## config.mk

```make
export PLATFORM = sky130hd
export DESIGN_NAME = parameter_bank
export DESIGN_NICKNAME = d
export VERILOG_FILES = /design/src/rtl/parameter_bank_pkg.sv /design/src/rtl/parameter_bank_preset_ram.sv /design/src/rtl/parameter_bank.sv
export SDC_FILE = /design/constraint.sdc
export NUM_CORES = 1
export LEC_CHECK = 0
export CAP_MARGIN = 20
export CORE_ASPECT_RATIO = 0.7
export CORE_MARGIN = 5
export CORE_UTILIZATION = 59
export CTS_CLUSTER_SIZE = 20
export DETAILED_ROUTE_END_ITERATION = 7
export GPL_TIMING_DRIVEN = 0
export PLACE_DENSITY_LB_ADDON = 0.12
export REMOVE_ABC_BUFFERS = 1
export SLEW_MARGIN = 20
export SYNTH_ARGS = -nofsm -noshare
export SYNTH_HDL_FRONTEND = slang
export SYNTH_SLANG_ARGS = --single-unit
```

## constraint.sdc

```tcl
create_clock -name clock_50_000_000 -period 8.85 [get_ports clock_50_000_000]
set_input_delay 0.885 -clock clock_50_000_000 [delete_from_list [all_inputs] [get_ports clock_50_000_000]]
set_output_delay 0.885 -clock clock_50_000_000 [all_outputs]
set_load 0.005 [all_outputs]
```

## src/rtl/parameter_bank_pkg.sv

```systemverilog
// Shared types for the parameter bank: parameter fields, MIDI message layout and controller map.
package parameter_bank_pkg;

    localparam int unsigned VALUE_W    = 7;
    localparam int unsigned NUM_PARAMS = 7;
    localparam int unsigned IDX_W      = $clog2(NUM_PARAMS);

    // Field order is also the word order of a preset slot in RAM
    typedef enum logic [2:0] {
        FIELD_TEMPO         = 3'd0,
        FIELD_UNISON_DETUNE = 3'd1,
        FIELD_ATTACK        = 3'd2,
        FIELD_DECAY         = 3'd3,
        FIELD_SUSTAIN       = 3'd4,
        FIELD_RELEASE       = 3'd5,
        FIELD_VOLUME        = 3'd6
    } param_index_t;

    typedef struct packed {
        logic [VALUE_W-1:0] tempo;
        logic [VALUE_W-1:0] unison_detune;
        logic [VALUE_W-1:0] attack_time;
        logic [VALUE_W-1:0] decay_time;
        logic [VALUE_W-1:0] sustain_level;
        logic [VALUE_W-1:0] release_time;
        logic [VALUE_W-1:0] volume;
    } parameter_t;

    localparam int unsigned PARAMETER_W = $bits(parameter_t);

    localparam parameter_t DEFAULT_PARAMETERS = '{
        tempo:         7'd60,
        unison_detune: 7'd0,
        attack_time:   7'd10,
        decay_time:    7'd20,
        sustain_level: 7'd100,
        release_time:  7'd30,
        volume:        7'd100
    };

    typedef enum logic [2:0] {
        NOTE_OFF         = 3'd0,
        NOTE_ON          = 3'd1,
        POLY_PRESSURE    = 3'd2,
        CONTROL_CHANGE   = 3'd3,
        PROGRAM_CHANGE   = 3'd4,
        CHANNEL_PRESSURE = 3'd5,
        PITCH_BEND       = 3'd6,
        SYSTEM           = 3'd7
    } message_type_t;

    typedef struct packed {
        message_type_t      message_type;
        logic [3:0]         channel;
        logic [VALUE_W-1:0] data_byte1;
        logic [VALUE_W-1:0] data_byte2;
    } message_t;

    localparam int unsigned MESSAGE_W = $bits(message_t);

    localparam logic [VALUE_W-1:0] CC_VOLUME        = 7'd7;
    localparam logic [VALUE_W-1:0] CC_TEMPO         = 7'd14;
    localparam logic [VALUE_W-1:0] CC_UNISON_DETUNE = 7'd15;
    localparam logic [VALUE_W-1:0] CC_SUSTAIN       = 7'd70;
    localparam logic [VALUE_W-1:0] CC_RELEASE       = 7'd72;
    localparam logic [VALUE_W-1:0] CC_ATTACK        = 7'd73;
    localparam logic [VALUE_W-1:0] CC_DECAY         = 7'd75;
    localparam logic [VALUE_W-1:0] CC_STORE_PRESET  = 7'd85;

    typedef struct packed {
        logic         hit;
        param_index_t index;
    } cc_map_t;

    function automatic cc_map_t cc_to_index(input logic [VALUE_W-1:0] controller);
        cc_map_t map;
        map.hit   = 1'b1;
        map.index = FIELD_TEMPO;
        case (controller)
            CC_TEMPO:         map.index = FIELD_TEMPO;
            CC_UNISON_DETUNE: map.index = FIELD_UNISON_DETUNE;
            CC_ATTACK:        map.index = FIELD_ATTACK;
            CC_DECAY:         map.index = FIELD_DECAY;
            CC_SUSTAIN:       map.index = FIELD_SUSTAIN;
            CC_RELEASE:       map.index = FIELD_RELEASE;
            CC_VOLUME:        map.index = FIELD_VOLUME;
            default:          map.hit   = 1'b0;
        endcase
        return map;
    endfunction

    function automatic logic [VALUE_W-1:0] get_field(input parameter_t p, input param_index_t i);
        logic [VALUE_W-1:0] v;
        case (i)
            FIELD_TEMPO:         v = p.tempo;
            FIELD_UNISON_DETUNE: v = p.unison_detune;
            FIELD_ATTACK:        v = p.attack_time;
            FIELD_DECAY:         v = p.decay_time;
            FIELD_SUSTAIN:       v = p.sustain_level;
            FIELD_RELEASE:       v = p.release_time;
            FIELD_VOLUME:        v = p.volume;
            default:             v = '0;
        endcase
        return v;
    endfunction

    function automatic parameter_t set_field(input parameter_t p, input param_index_t i,
                                             input logic [VALUE_W-1:0] v);
        parameter_t r;
        r = p;
        case (i)
            FIELD_TEMPO:         r.tempo         = v;
            FIELD_UNISON_DETUNE: r.unison_detune = v;
            FIELD_ATTACK:        r.attack_time   = v;
            FIELD_DECAY:         r.decay_time    = v;
            FIELD_SUSTAIN:       r.sustain_level = v;
            FIELD_RELEASE:       r.release_time  = v;
            FIELD_VOLUME:        r.volume        = v;
            default:             r = p;
        endcase
        return r;
    endfunction

endpackage

```

## src/rtl/parameter_bank_preset_ram.sv

```systemverilog
// Single-port preset RAM, synchronous read; every slot powers up holding INIT_SLOT (word 0 in the MSBs).
module parameter_bank_preset_ram #(
    parameter int unsigned DEPTH          = 56,
    parameter int unsigned WIDTH          = 7,
    parameter int unsigned WORDS_PER_SLOT = 7,
    parameter int unsigned ADDR_W         = 6,
    parameter logic [WORDS_PER_SLOT*WIDTH-1:0] INIT_SLOT = '0
) (
    input  logic              clock,
    input  logic              write_enable,
    input  logic              read_enable,
    input  logic [ADDR_W-1:0] address,
    input  logic [WIDTH-1:0]  write_data,
    output logic [WIDTH-1:0]  read_data
);
    typedef logic [WIDTH-1:0] mem_t [DEPTH];

    function automatic mem_t init_mem();
        mem_t m;
        for (int unsigned d = 0; d < DEPTH; d++) begin
            m[d] = INIT_SLOT[(WORDS_PER_SLOT - 1 - (d % WORDS_PER_SLOT)) * WIDTH +: WIDTH];
        end
        return m;
    endfunction

    mem_t mem = init_mem();

    always_ff @(posedge clock) begin
        if (write_enable) begin
            mem[address] <= write_data;
        end
        if (read_enable) begin
            read_data <= mem[address];
        end
    end

endmodule

```

## src/rtl/parameter_bank.sv

```systemverilog
// Per-channel synth parameter sets driven by MIDI CCs, with preset recall (program change) and store.
module parameter_bank
    import parameter_bank_pkg::*;
#(
    parameter int unsigned NUM_CHANNELS = 4,
    parameter int unsigned NUM_PRESETS  = 8
) (
    input  logic                                     clock_50_000_000,
    input  logic                                     reset,
    input  logic [MESSAGE_W-1:0]                     message,
    input  logic                                     message_valid,
    output logic                                     message_ready,
    output logic [NUM_CHANNELS-1:0][PARAMETER_W-1:0] parameters,
    output logic [NUM_CHANNELS-1:0]                  parameters_updated,
    output logic                                     busy
);
    localparam int unsigned CH_W   = (NUM_CHANNELS > 1) ? $clog2(NUM_CHANNELS) : 1;
    localparam int unsigned SLOT_W = (NUM_PRESETS > 1) ? $clog2(NUM_PRESETS) : 1;
    localparam int unsigned DEPTH  = NUM_PRESETS * NUM_PARAMS;
    localparam int unsigned ADDR_W = $clog2(DEPTH);
    localparam logic [IDX_W-1:0] LAST_IDX = IDX_W'(NUM_PARAMS - 1);

    typedef enum logic [1:0] {IDLE, LOAD, STORE} state_t;

    state_t                             state_q, state_d;
    logic [IDX_W-1:0]                   idx_q, idx_d, rd_idx_q;
    logic [SLOT_W-1:0]                  slot_q, slot_d;
    logic [CH_W-1:0]                    ch_q, ch_d, msg_ch;
    logic                               rd_valid_q;
    parameter_t [NUM_CHANNELS-1:0]      params_q;
    message_t                           msg;
    cc_map_t                            cc;
    logic                               ch_ok, store_ok, program_ok, load_tail;
    logic                               cc_wr, load_done, ram_we, ram_re;
    logic [ADDR_W-1:0]                  ram_addr;
    logic [VALUE_W-1:0]                 ram_wdata, ram_rdata;

    assign msg        = message_t'(message);
    assign cc         = cc_to_index(msg.data_byte1);
    assign msg_ch     = CH_W'(msg.channel);
    assign ch_ok      = 32'(msg.channel) < NUM_CHANNELS;
    assign store_ok   = (msg.data_byte1 == CC_STORE_PRESET) && (32'(msg.data_byte2) < NUM_PRESETS);
    assign program_ok = 32'(msg.data_byte1) < NUM_PRESETS;
    // Last read's data is being written back this cycle
    assign load_tail  = rd_valid_q && (rd_idx_q == LAST_IDX);
    assign ram_addr   = ADDR_W'(32'(slot_q) * NUM_PARAMS + 32'(idx_q));
    assign ram_wdata  = get_field(params_q[ch_q], param_index_t'(idx_q));
    assign parameters = params_q;

    // Next-state and control decode
    always_comb begin
        state_d   = state_q;
        idx_d     = idx_q;
        slot_d    = slot_q;
        ch_d      = ch_q;
        cc_wr     = 1'b0;
        load_done = 1'b0;
        ram_we    = 1'b0;
        ram_re    = 1'b0;
        case (state_q)
            IDLE: begin
                if (message_valid && ch_ok) begin
                    if (msg.message_type == CONTROL_CHANGE) begin
                        if (cc.hit) begin
                            cc_wr = 1'b1;
                        end else if (store_ok) begin
                            state_d = STORE;
                            ch_d    = msg_ch;
                            slot_d  = SLOT_W'(msg.data_byte2);
                            idx_d   = '0;
                        end
                    end else if (msg.message_type == PROGRAM_CHANGE && program_ok) begin
                        state_d = LOAD;
                        ch_d    = msg_ch;
                        slot_d  = SLOT_W'(msg.data_byte1);
                        idx_d   = '0;
                    end
                end
            end
            LOAD: begin
                if (load_tail) begin
                    state_d   = IDLE;
                    load_done = 1'b1;
                end else begin
                    ram_re = 1'b1;
                    if (idx_q != LAST_IDX) begin
                        idx_d = idx_q + IDX_W'(1);
                    end
                end
            end
            STORE: begin
                ram_we = 1'b1;
                if (idx_q == LAST_IDX) begin
                    state_d = IDLE;
                end else begin
                    idx_d = idx_q + IDX_W'(1);
                end
            end
            default: state_d = IDLE;
        endcase
    end

    always_ff @(posedge clock_50_000_000 or posedge reset) begin
        if (reset) begin
            state_q            <= IDLE;
            idx_q              <= '0;
            slot_q             <= '0;
            ch_q               <= '0;
            rd_valid_q         <= 1'b0;
            rd_idx_q           <= '0;
            params_q           <= {NUM_CHANNELS{DEFAULT_PARAMETERS}};
            parameters_updated <= '0;
            message_ready      <= 1'b1;
            busy               <= 1'b0;
        end else begin
            state_q            <= state_d;
            idx_q              <= idx_d;
            slot_q             <= slot_d;
            ch_q               <= ch_d;
            rd_valid_q         <= ram_re;
            rd_idx_q           <= idx_q;
            message_ready      <= (state_d == IDLE);
            busy               <= (state_d != IDLE);
            parameters_updated <= '0;
            if (cc_wr) begin
                params_q[msg_ch]           <= set_field(params_q[msg_ch], cc.index, msg.data_byte2);
                parameters_updated[msg_ch] <= 1'b1;
            end
            if (rd_valid_q) begin
                params_q[ch_q] <= set_field(params_q[ch_q], param_index_t'(rd_idx_q), ram_rdata);
            end
            if (load_done) begin
                parameters_updated[ch_q] <= 1'b1;
            end
        end
    end

    parameter_bank_preset_ram #(
        .DEPTH          (DEPTH),
        .WIDTH          (VALUE_W),
        .WORDS_PER_SLOT (NUM_PARAMS),
        .ADDR_W         (ADDR_W),
        .INIT_SLOT      (DEFAULT_PARAMETERS)
    ) u_preset_ram (
        .clock        (clock_50_000_000),
        .write_enable (ram_we),
        .read_enable  (ram_re),
        .address      (ram_addr),
        .write_data   (ram_wdata),
        .read_data    (ram_rdata)
    );

endmodule
```

# ---- Yosys cells after proc, flatten, opt, wreduce, memory -nomap -nowiden
# Memory sizes are Yosys's and may differ from the RTL's. A register that Yosys moved wholly into a read port is not among the register bits.
# Index checks and enable logic that the tools add are counted.
dict set report totals {
  ff_bits 216
  mem_bits_rw 392
  in_bits 24
  output_inout_bits 202
  elab_cells 191
  memories 1
}
dict set report classes {
  add_sub_neg 2
  mul 1
  order_cmp 7
  n_eq_ne 40
  muxes 85
  n_bitwise 1
  n_reduce_logical 17
}
# name words width read_ports rd_clocked_by_memory_dff wr line_no
set mem_list {}
lappend mem_list {u_preset_ram.mem 56 7 1 1 1 parameter_bank_preset_ram.sv:26} ;# mem_t mem = init_mem();
# op count
set ops {}
lappend ops {{bitwise mux 196 bit} 2}
lappend ops {{2-to-1 mux 196 bit} 2}
lappend ops {{binary-select mux 49 bit (select 2 bit)} 2}
lappend ops {{demux 49 bit (select 2 bit)} 2}
lappend ops {{2-to-1 mux 49 bit} 4}
lappend ops {{2-to-1 mux 7 bit} 28}
lappend ops {{one-hot mux 7 bit (7 select lines)} 1}
lappend ops {{2-to-1 mux 3 bit} 12}
lappend ops {{equality test 7 bit, second input constant} 5}
lappend ops {{equality test 3 bit, second input constant} 10}
lappend ops {{2-to-1 mux 2 bit} 11}
lappend ops {{equality test 3 x 2 -> 1 bit, second input constant} 7}
lappend ops {{one-hot mux 3 bit (6 select lines)} 1}
lappend ops {{equality test 7 x 4 -> 1 bit, second input constant} 2}
lappend ops {{< comparator 7 x 4 -> 1 bit, second input constant} 2}
lappend ops {{2-to-1 mux 1 bit} 14}
lappend ops {{inequality test 2 bit, second input constant} 6}
lappend ops {{inequality test 3 bit, second input constant} 4}
lappend ops {{equality test 3 x 1 -> 1 bit, second input constant} 3}
lappend ops {{logical NOT 3 bit} 3}
lappend ops {{one-hot mux 3 bit (3 select lines)} 1}
lappend ops {{2-to-1 mux 4 bit} 2}
lappend ops {{AND reduction 8 bit} 1}
lappend ops {{equality test 7 x 3 -> 1 bit, second input constant} 1}
lappend ops {{other kinds (17)} 27}

# ---- Logic depth before layout (Yosys ltp)
dict set report depth {
  ltp_word 12
  ltp_mapped 15
  ltp_nobuf 11
}

# ---- Hierarchy
# Synthesis repeated with hierarchy kept, for this count alone.
dict set report hier_totals {
  cells_unflattened 2400
  hier_area_um2 30259.0
}
# mod instances cells_per_inst area_each_um2 seq_area_each_um2
set by_module_without_submodules {}
lappend by_module_without_submodules {parameter_bank_preset_ram 1 893 15891.5 11981.5}
lappend by_module_without_submodules {parameter_bank 1 1507 14367.5 5496.5}

# ---- Worst setup path after synthesis
# OpenSTA, ideal clock, no wires.
dict set report synth_path {
  path_type {reg2reg}
  from {register ch_q[1]}
  to {memory u_preset_ram.mem[0][4] (netlist bit) (data pin)}
  setup_time_ns 0.640
  arrival_time_ns 3.552
  t_required_ns 8.210
  setup_slack_ns 4.658
  path_stages_with_launch 6
  path_buffers 2
  period_less_slack_ns 4.192
  path_cell_list {dfrtp_1 > clkbuf_1 > clkbuf_1 > mux4_2 > a221oi_1 > o21ai_0}
}
dict set report synth_via {
  elab_chain_len 3
}
# element line_no
set synth_rtl {}
lappend synth_rtl {{from (decl)} parameter_bank.sv:28} ;# logic [CH_W-1:0] ch_q, ch_d, msg_ch;
lappend synth_rtl {{from (signal assigned)} parameter_bank.sv:119} ;# ch_q <= ch_d;
lappend synth_rtl {{binary-select mux 49 bit (select 2 bit)} parameter_bank.sv:47} ;# assign ram_wdata = get_field(params_q[ch_q], param_index_t'(idx_q));
lappend synth_rtl {{2-to-1 mux 49 bit (not written as such)} parameter_bank.sv:47}
lappend synth_rtl {{one-hot mux 7 bit (7 select lines)} parameter_bank_pkg.sv:94} ;# case (i)
lappend synth_rtl {{named net ram_wdata[4]} parameter_bank.sv:36} ;# logic [VALUE_W-1:0] ram_wdata, ram_rdata;
lappend synth_rtl {{to (decl)} parameter_bank_preset_ram.sv:26}
# The timed path passes the listed nets, and every way through them passes these cells. The select of a mux whose other input is x is not followed.

# ---- Final worst setup path
dict set report layout_path {
  from {register slot_q[0]}
  to {register u_preset_ram.read_data[1] (read register of u_preset_ram.mem) (data pin)}
}
dict set report layout_via {
  elab_chain_len 2
}
# element line_no
set layout_rtl {}
lappend layout_rtl {{from (decl)} parameter_bank.sv:27} ;# logic [SLOT_W-1:0] slot_q, slot_d;
lappend layout_rtl {{from (signal assigned)} parameter_bank.sv:118} ;# slot_q <= slot_d;
lappend layout_rtl {{multiplier 3 x 3 -> 6 bit} parameter_bank.sv:46} ;# assign ram_addr = ADDR_W'(32'(slot_q) * NUM_PARAMS + 32'(idx_q));
lappend layout_rtl {{adder 6 x 3 -> 6 bit} parameter_bank.sv:46}
lappend layout_rtl {{to (decl)} parameter_bank_preset_ram.sv:14} ;# output logic [WIDTH-1:0] read_data
# No other way between the ends.
# A chain may end at the register's enable or synchronous reset.

==> run_results.csv <==
group,metric,value,unit
grt,grt_overflow_total,0,
yosys,post_synth_instance_area,30270,µm²
clocking,h-tree-depth,2,
power,power_per_cell_area,272.7,nW/µm²
yosys,synth-seq-cells,615,
sta,slew_violations,0,
sta,skew,0.02697,ns
yosys,register_area_share_after_synthesis,57.75,%
finish,area_delta_synth_final,17.40,%
clocking,cts_setup_buffers,0,
grt,antenna_violations_before_repair,1,
die,fp.dieArea,56000,µm²
yosys,ys_types,88,
setup_path,critical_path.max_fanout,51,
setup_path,crit_buf_inv,2,
yosys,synth-edff-count,399,
clocking,tritoncts,"done",
setup_path,data_required_time_of_the_critical_path,9.33,ns
setup_path,slowest_stage_cell_cp,"sky130_fd_sc_hd__fa_4",
power,vdd.ir_drop.worst,0.1923,mV
grt,grt_first_pass_wirelength,138.6,mm
drt,drt_first_pass_iters,8,
die,rows,69,
power,power.combinational.fraction,34.3,%
place,placed_cells,3151,
sta,fin_setup_tns,0,ns
sta,timing.fmax,0.1786,GHz
sta,worst_slew_pin_slew,1.175,ns
drt,vias_per_cell,6.900,
grt,grt_max_degree,109,
clocking,clkTransAtPathRegs,0.06,ns
sta,rsz_0062_raised_after_global_routing,"false",
yosys,synth-warning-count,0,
setup_path,critical-path-max-stage-delay,1.25,ns
yosys,synth_top_area_cell,"sky130_fd_sc_hd__edfxtp_1",
finish,final_cells,3256,
finish,layout-drive-gt1-share,18.98,%
job,cap_viol_max_count,0,
drt,drtIter0Drc,2975,
place,gpl.final_weighted_congestion,0.8818,
drt,route.final.wire_length,93.25,mm
clocking,clkSinkCount,615,
min_path,min_path_type,"flop to flop",
clocking,ctsHoldBuffers,0,
yosys,yosys_most_used_dff,"sky130_fd_sc_hd__edfxtp_1",
power,sw_frac_of_total,33.85,%
drt,final_antenna_net_count,0,
clocking,ctsResizeCount,0,
setup_path,endpoint_kind,"flop",
run_status,status,"finished, final reports clean",
grt,first_global_vias,21990,
die,die_w,280.7,µm
setup_path,arrival,6.08,ns
sta,layout_worst_path_cycle_share,63.26,%
setup_path,r2r_cells,11,
finish,num-fill-cells,3409,
power,p_switching,0.003281,W
die,coreArea,50760,µm²
clocking,cts_inserted_buffers,56,
drt,remaining_drc_errors,0,
power,pwr-share-seq,40.7,%
die,die-height,199.5,µm
setup_path,critPathKind,"flop to flop",
place,port_buffers,225,
clocking,clock_path_buffers,3,
sta,max-slew-margin-rel,21.52,%
yosys,synth_cells,2365,
yosys,syn-mean-instance-area,12.80,µm²
yosys,yosysMostFrequentCell,"sky130_fd_sc_hd__edfxtp_1",
yosys,synth.top_cells.by_count,"399 x sky130_fd_sc_hd__edfxtp_1, 257 x sky130_fd_sc_hd__nand2_1, 220 x sky130_fd_sc_hd__nor2_1, 199 x sky130_fd_sc_hd__a21oi_1, 143 x sky130_fd_sc_hd__dfrtp_1",
setup_path,crit_path_cell_trace,"fa_1 -> fa_1 -> fa_4 -> buf_16 -> buf_12 -> nor2b_1 -> a221oi_1 -> nor2_1 -> a221oi_2 -> o22ai_1 -> or4b_1",
power,power_report.internal_total,0.006411,W
setup_path,timing.critical_path.depth,11,
yosys,area_contributors_post_synth,"sky130_fd_sc_hd__edfxtp_1 40%, sky130_fd_sc_hd__dfrtp_1 12%, sky130_fd_sc_hd__mux4_2 10%",
die,io_pins,226,
setup_path,crit_top_cell,"sky130_fd_sc_hd__fa_1",
drt,route.detailed.wl_per_inst,28.64,µm
sta,hold_violations,0,
power,power.static_leakage,12.49,nW
grt,grt_util_all_layers,32.77,%
yosys,synth_top_area_share,39.59,%
setup_path,startpoint_type,"flop",
finish,layout.nets,2582,
yosys,ys_async_sr_fraction,35.12,%
die,initial_core_util,59.62,%
setup_path,path_delay_family,"adder cells",
min_path,hold-path-cell-count,0,
sta,shortest_period_the_worst_path_allows,5.599,ns
power,power.share.clock,25.0,%
clocking,ctsRootBufferMaster,"sky130_fd_sc_hd__clkbuf_16",
clocking,skew_pair_late_insertion_delay,0.63,ns
drt,via_count,22470,
sta,timing.final.setup_violations,0,
place,dp_hpwl,62.56,mm
-- placed cells by master (no fill, tap or decap), types with 31 or more instances in the layout --
| cell type | instances |
|---|---|
| sky130_fd_sc_hd__clkdlybuf4s50_1 | 223 |
| sky130_fd_sc_hd__dfstp_2 | 73 |
| sky130_fd_sc_hd__nand2_1 | 257 |
| sky130_fd_sc_hd__o311ai_0 | 41 |
| sky130_fd_sc_hd__mux4_2 | 140 |
| sky130_fd_sc_hd__mux2i_1 | 101 |
| sky130_fd_sc_hd__a21oi_1 | 199 |
| sky130_fd_sc_hd__a22oi_1 | 31 |
| sky130_fd_sc_hd__dfrtp_1 | 141 |
| sky130_fd_sc_hd__nand3_1 | 52 |
| sky130_fd_sc_hd__nor2_1 | 215 |
| sky130_fd_sc_hd__mux2_2 | 72 |
| sky130_fd_sc_hd__clkbuf_16 | 56 |
| sky130_fd_sc_hd__edfxtp_1 | 399 |
| sky130_fd_sc_hd__and3_1 | 31 |
| sky130_fd_sc_hd__o21ai_0 | 132 |
| sky130_fd_sc_hd__o21ai_1 | 64 |
-- flip-flops by register name, indices dropped and copies added, names as in the netlist --
name and count:
parameters_updated 4, ch_q 2, slot_q 3, rd_valid_q 1, message_ready 1, parameters 196
state_q 2, u_preset_ram.read_data 7, rd_idx_q 3, busy 1, idx_q 3, u_preset_ram.mem 392
-- power groups by stage --
stage | clock, W | combinational [W] | sequential, W
finish | 0.00242 | 0.00332 | 0.00395
global route | 0.00255 | 0.00351 | 0.00396
CTS | 0.00243 | 0.00327 | 0.00394
detailed placement | 0 | 0.00325 | 0.00400
global placement | 0 | 0.00311 | 0.00406
floorplan | 0 | 0.00189 | 0.00397
-- layer usage --
metal  global-route usage (%)  routed length (µm)  vias to the layer above
li1                         -                   -                     9395
met1                    48.06               36920                    11250
met2                    47.57               40640                     1525
met3                    9.519               11850                      300
met4                    11.49                3835                        0
met5                        0                   0                        -
-- final cells by class --
type                    instances  area, µm²  share of cell area (%)
inverters                      15      63.81                  0.1796
repair buffers                291       3363                   9.465
clock inverters                17      188.9                  0.5317
diodes                          1      2.502                0.007042
flip-flops and latches        615      17490                   49.21
well taps                     674      843.3                   2.373
multi-input cells            1556      11980                   33.71
clock buffers                  87       1608                   4.525
-- worst reg2reg max path: cells and delay by family (launching register included) --
kind	cells	cell delay [ns]
AOI/OAI and AO/OA	3	0.73
and+or+nand+nor	3	1.29
DFF	1	0.47
buffers and inverters	2	0.66
adders and majority gates	3	2.31
-- final timing paths --
check / endpoint / from / slack (ns)
setup / recovery: u_preset_ram.read_data[1]$_DFFE_PP_ / slot_q[0]$_DFFE_PP0P_ / 3.25
hold / removal: rd_idx_q[1]$_DFF_PP0_ / idx_q[1]$_DFFE_PP0P_ / 0.54
setup reg to reg: u_preset_ram.read_data[1]$_DFFE_PP_ / slot_q[0]$_DFFE_PP0P_ / 3.25
hold reg to reg: rd_idx_q[1]$_DFF_PP0_ / idx_q[1]$_DFFE_PP0P_ / 0.54
max in group asynchronous: parameters[42]$_DFF_PP0_ / reset / 6.96
min in group asynchronous: parameters[13]$_DFF_PP0_ / reset / 0.57
-- cells by family (layout without fill, tap and decap cells) --
logic type	Yosys count	count (layout)	synth area share, %
buffers and inverters	194	410	3.220
AND/OR/NAND/NOR	648	648	9.719
multiplexers	317	317	16.62
AO/OA/AOI/OAI	567	567	11.59
other	0	1	0
XOR/XNOR	1	1	0.05376
flip-flops	615	615	57.75
adder cells (fa/ha/maj)	23	23	1.050
-- stage by stage --
stage	util [%]	hold WS [ns]	area [µm²]	setup WS, ns	power (W)
after floorplan	-	0.4434	29350	1.643	0.005856
after global placement	63.91	0.4957	32440	-2.691	0.007167
after detailed placement	66.45	0.5172	33730	3.379	0.007241
after CTS	69.99	0.5258	35530	3.392	0.009630
after global routing	69.99	0.5485	35530	3.135	0.01002
final	70.00	0.5364	35530	3.251	0.009692
No activity file was read; power rests on OpenSTA's default activity.
